`src/rtl/ustcpv_memarb.sv`:
```
// Shares one memory port between the ustcpv data and instruction ports.
// Each core cycle runs the data access first, then the fetch, and stalls the core via HLT until both are done.
module ustcpv_memarb #(
    parameter int unsigned TIMEOUT = 255
) (
    input  logic        CLK,
    input  logic        RESN,
    input  logic        HLTI,
    input  logic [31:0] IADDR,
    output logic [31:0] IDATA,
    input  logic [31:0] DADDR,
    input  logic [31:0] DATAO,
    output logic [31:0] DATAI,
    input  logic        RD,
    input  logic        WR,
    output logic        HLT,
    output logic [31:0] MADDR,
    output logic [31:0] MDATAO,
    input  logic [31:0] MDATAI,
    output logic        MRD,
    output logic        MWR,
    input  logic        MACK,
    output logic        ERR,
    output logic [31:0] STALLS
);

    // state | meaning
    // IDLE  | core stalled, no strobe; waits out HLTI, picks data or fetch
    // DMEM  | data load/store on the memory port
    // IMEM  | instruction fetch on the memory port
    // RUN   | HLT low for one cycle, core consumes IBUF/DBUF
    typedef enum logic [1:0] {S_IDLE, S_DMEM, S_IMEM, S_RUN} state_t;

    state_t      state_q, state_d;
    logic [31:0] ibuf_q, ibuf_d;
    logic [31:0] dbuf_q, dbuf_d;
    logic        err_q, err_d;
    logic [31:0] wdog_q, wdog_d;
    logic [31:0] stalls_q, stalls_d;
    logic        wd_expired;

    assign wd_expired = (TIMEOUT != 32'd0) && (wdog_q == TIMEOUT);

    always_comb begin
        state_d  = state_q;
        ibuf_d   = ibuf_q;
        dbuf_d   = dbuf_q;
        err_d    = err_q;
        wdog_d   = wdog_q;
        stalls_d = stalls_q + {31'd0, (state_q != S_RUN)};
        MADDR    = 32'd0;
        MDATAO   = 32'd0;
        MRD      = 1'b0;
        MWR      = 1'b0;
        HLT      = (state_q != S_RUN);

        case (state_q)
            S_IDLE: begin
                if (!HLTI) begin
                    wdog_d  = 32'd0;
                    state_d = (RD || WR) ? S_DMEM : S_IMEM;
                end
            end
            S_DMEM: begin
                MADDR  = DADDR;
                MDATAO = DATAO;
                MWR    = WR;
                MRD    = RD & ~WR;
                // Request withdrawn mid-access: nothing to complete, move on to the fetch.
                if (!(RD || WR)) begin
                    wdog_d  = 32'd0;
                    state_d = S_IMEM;
                end else if (MACK || wd_expired) begin
                    if (!WR) dbuf_d = MACK ? MDATAI : 32'd0;
                    if (!MACK) err_d = 1'b1;
                    wdog_d  = 32'd0;
                    state_d = S_IMEM;
                end else begin
                    wdog_d = wdog_q + 32'd1;
                end
            end
            S_IMEM: begin
                MADDR = IADDR;
                MRD   = 1'b1;
                if (MACK || wd_expired) begin
                    ibuf_d = MACK ? MDATAI : 32'd0;
                    if (!MACK) err_d = 1'b1;
                    wdog_d  = 32'd0;
                    state_d = S_RUN;
                end else begin
                    wdog_d = wdog_q + 32'd1;
                end
            end
            S_RUN: begin
                state_d = S_IDLE;
            end
            default: begin
                state_d = S_IDLE;
            end
        endcase
    end

    always_ff @(posedge CLK or negedge RESN) begin
        if (!RESN) begin
            state_q  <= S_IDLE;
            ibuf_q   <= 32'd0;
            dbuf_q   <= 32'd0;
            err_q    <= 1'b0;
            wdog_q   <= 32'd0;
            stalls_q <= 32'd0;
        end else begin
            state_q  <= state_d;
            ibuf_q   <= ibuf_d;
            dbuf_q   <= dbuf_d;
            err_q    <= err_d;
            wdog_q   <= wdog_d;
            stalls_q <= stalls_d;
        end
    end

    assign IDATA  = ibuf_q;
    assign DATAI  = dbuf_q;
    assign ERR    = err_q;
    assign STALLS = stalls_q;

endmodule

```
`config.mk`:
```
export PLATFORM = sky130hd
export DESIGN_NAME = ustcpv_memarb
export DESIGN_NICKNAME = d
export VERILOG_FILES = /design/src/rtl/ustcpv_memarb.sv
export SDC_FILE = /design/constraint.sdc
export NUM_CORES = 1
export LEC_CHECK = 0
export BUFFER_PORTS_ARGS = -buffer_cell sky130_fd_sc_hd__buf_4
export CORE_UTILIZATION = 42
export DETAILED_ROUTE_END_ITERATION = 8
export PLACE_DENSITY = 0.77
export SYNTH_ARGS = -nofsm -noshare
export SYNTH_HDL_FRONTEND = slang
export SYNTH_SLANG_ARGS = --single-unit
```
`constraint.sdc`:
```
create_clock -name CLK -period 2.31 [get_ports CLK]
set_input_delay 0.5775 -clock CLK [delete_from_list [all_inputs] [get_ports CLK]]
set_output_delay 0.5775 -clock CLK [all_outputs]
set_load 0.05 [all_outputs]
```
==> impl_metrics.ini <==
[outcome]
outcome = finished with violations
violations = negative setup slack

[place]
place_ws_ns = 0.114
hpwlAfterDp_um = 14700
numPortBuffers = 297
gp_congestion = 0.859
dpl.cell_count = 1055
postPlaceCellArea_mm2 = 0.00915

[finish]
layout.nets = 1053
area_growth_syn_to_layout_pct = 73.1
postLayoutCellArea_mm2 = 0.0108
antennaDiodeCount = 0
fin_cells = 1108
drive_gt1_frac = 0.542

[yosys]
synth_nets = 725
synthTopCellsByCount = dfrtp_1 (131), a22o_1 (64), and2_1 (35), nor2_1 (34), nor2b_1 (34)
yosysWarnings = 0
synthCells = 583
synth-seq-cells = 131
synth_edf_count = 0
synth_area_leaders = dfrtp_1 (52%), a22o_1 (8.9%), xor2_1 (3.9%)
synth-main-ff-cell = dfrtp_1
ys_seq_area_frac = 0.523
ys_types = 44
netlist_area_mm2 = 0.00626
yosys.area.top_type_share = 0.523
synth.most_common_cell = dfrtp_1
avgSynthCellArea_um2 = 10.7
synth_top_area_cell = dfrtp_1
async_flop_share = 1.00

[grt]
grt-ovfl-total = 0
grt_pass1_wl_um = 31500
first_global_vias = 5922
gr-usage-all-layers = 0.272
antenna_found_initial = 0
grt_max_degree = 72

[sta]
hold_viol = 0
skew_ns = 0.00969
max_freq_mhz = 408
worst_slew_pin_slew_ns = 0.400
setup_tns_ns = -3.81
min_period_ns = 2.45
worst_slack_ns = -0.140
slew_violations = 0
slew_headroom = 0.731
period_share = 1.06
setup_viol = 60
grt_setup_unrepaired = yes

[power]
total_power_mw = 16.1
comb_power_share = 0.618
leakagePower_nw = 5.20
sw_frac_of_total = 0.463
p_sw_mw = 7.47
p_int_mw = 8.67
p_per_area_mw_per_mm2 = 1490
p_seq_frac = 0.212
peakVddDrop_uv = 869
power_frac_clock = 0.170

[setup_path]
cp-startpoint = state_q[1]$_DFFE_PN0P_
worst-path-buf-inv = 4
crit_path_end = MADDR[13]
r2r_start = state_q[0]$_DFFE_PN0P_
r2r-end = STALLS[31]$_DFF_PN0_
crit_chain = inv_4 -> ha_4 -> buf_6 -> buf_12 -> a22oi_2 -> nor2b_4 -> buf_8
slowest_stage = dfrtp_2
endpoint_kind = output pin
rrSetupSlack_ns = 0.03
worst-path-stages = 7
slowest_delay_ns = 0.43
start_kind = flip-flop
worstPathRequired_ns = 1.73
cp_max_fo = 12
reg2regPathDepth = 9
path_class = reg2out
cp_top_family = buffers and inverters
arrival_ns = 1.87

[clocking]
cts_buffer_depth = 2
htreeDepth = 4
root_buffer = clkbuf_16
path_clk_slew_ns = 0.06
numCtsBuffers = 17
clk_latency_ns = 0.42
tritoncts = yes
cts_num_sinks = 131

[job]
maxCapViolCount = 0

[die]
rows = 44
start_util = 0.431
die_w_um = 124
coreArea_mm2 = 0.0145
fp.dieH_um = 124
die-area_mm2 = 0.0154
pin_count = 298

[route]
route.detailed.drc = 0
routedWlPerCell_um = 21.6
route.vias.total = 6348
vias_per_cell = 5.73
postRouteAntennaNets = 0
drt-total-wl_um = 23900
first_pass_iters = 5
drt_iter0_drc = 493

[worst_hold_path]
holdCritPathClass = in2async
## placed cells by master (no fill, tap or decap), types with 3 or more instances in the layout
master      netlist  final
buf_6             1     30
nor2_1           34     31
a22o_1           64     64
nor3_2            4      4
inv_1            10      7
nand2_1          25     23
or3_1             9      9
xor2_1           28     28
ha_4              0      5
and4_1            6      6
buf_12            0     10
xnor2_1          22     22
and2_4            0     33
nor2b_4           0     29
bufinv_16         0      3
a21oi_1           9      9
dfrtp_1         131    129
clkinvlp_4        0      5
nor2b_2           0      3
a22oi_2           0     32
buf_8             0     44
buf_4             0    249
nand4_1          21     21
and3_1            7      7
clkbuf_16         0     23
nand3_1          26     25
nor4_1            6      6
o21ai_0          12     12
## registers in the layout, indices dropped and copies added, names as in the netlist
name and cells:
ERR 1, STALLS 32, wdog_q 32, IDATA 32, DATAI 32, state_q 2
## metal layers
metal / wire length, um / GRT usage
met5: 0 / 0
met4: 1020 / 0.103
met3: 1750 / 0.0824
met2: 12500 / 0.480
met1: 8590 / 0.306
## power by group through the flow
stage          sequential, mW  clock, mW  combinational (mW)
3_5_place_dp             3.38          0                8.21
4_1_cts                  3.38       2.75                9.06
3_3_place_gp             3.39          0                8.13
2_1_floorplan            5.37          0                3.55
5_1_grt                  3.48       2.88                10.3
6_report                 3.42       2.74                9.98
## timing repair
action | 4_1_cts | 5_1_grt
hold buffers | 0 | 0
resized for setup | 120 | 87
pin swaps | 4 | 28
gates cloned | 3 | 8
setup buffers | 4 | 7
setup endpoints to repair | 66 | 75
hold endpoints to repair | 0 | 0
## worst min-delay path by stage
stage                                       to  slack [ns]
after detailed placement       ERR$_DFFE_PN0P_        0.48
after CTS                  STALLS[7]$_DFF_PN0_        0.17
after global placement         ERR$_DFFE_PN0P_        0.48
after floorplan           DATAI[0]$_DFFE_PN0P_        0.28
final                      STALLS[7]$_DFF_PN0_        0.16
after global routing       STALLS[7]$_DFF_PN0_        0.19
## layout make-up
type / count / area, um^2
sequential: 131 / 3280
tap: 184 / 230
clock buffer: 20 / 447
timing repair buffer: 341 / 3270
multi-input combinational: 410 / 3410
fill: 906 / 3690
inverter: 10 / 46.3
clock inverter: 12 / 156
## metrics by stage
| step | hold slack (ns) | utilization |
|---|---|---|
| 2_1_floorplan | 0.282 | - |
| 3_3_place_gp | 0.476 | 0.629 |
| 3_5_place_dp | 0.475 | 0.629 |
| 4_1_cts | 0.174 | 0.712 |
| 5_1_grt | 0.185 | 0.746 |
| 6_report | 0.165 | 0.746 |
## cells by family (layout without fill, tap and decap cells)
kind of cell,after synthesis,in the layout,synth area share
fa+ha+maj,8,8,0.0160
simple gates,223,223,0.205
buf+inv,42,383,0.0270
flops,131,131,0.523
compound gates,129,129,0.159
xor+xnor,50,50,0.0699
No activity file was read; power rests on OpenSTA's default activity.
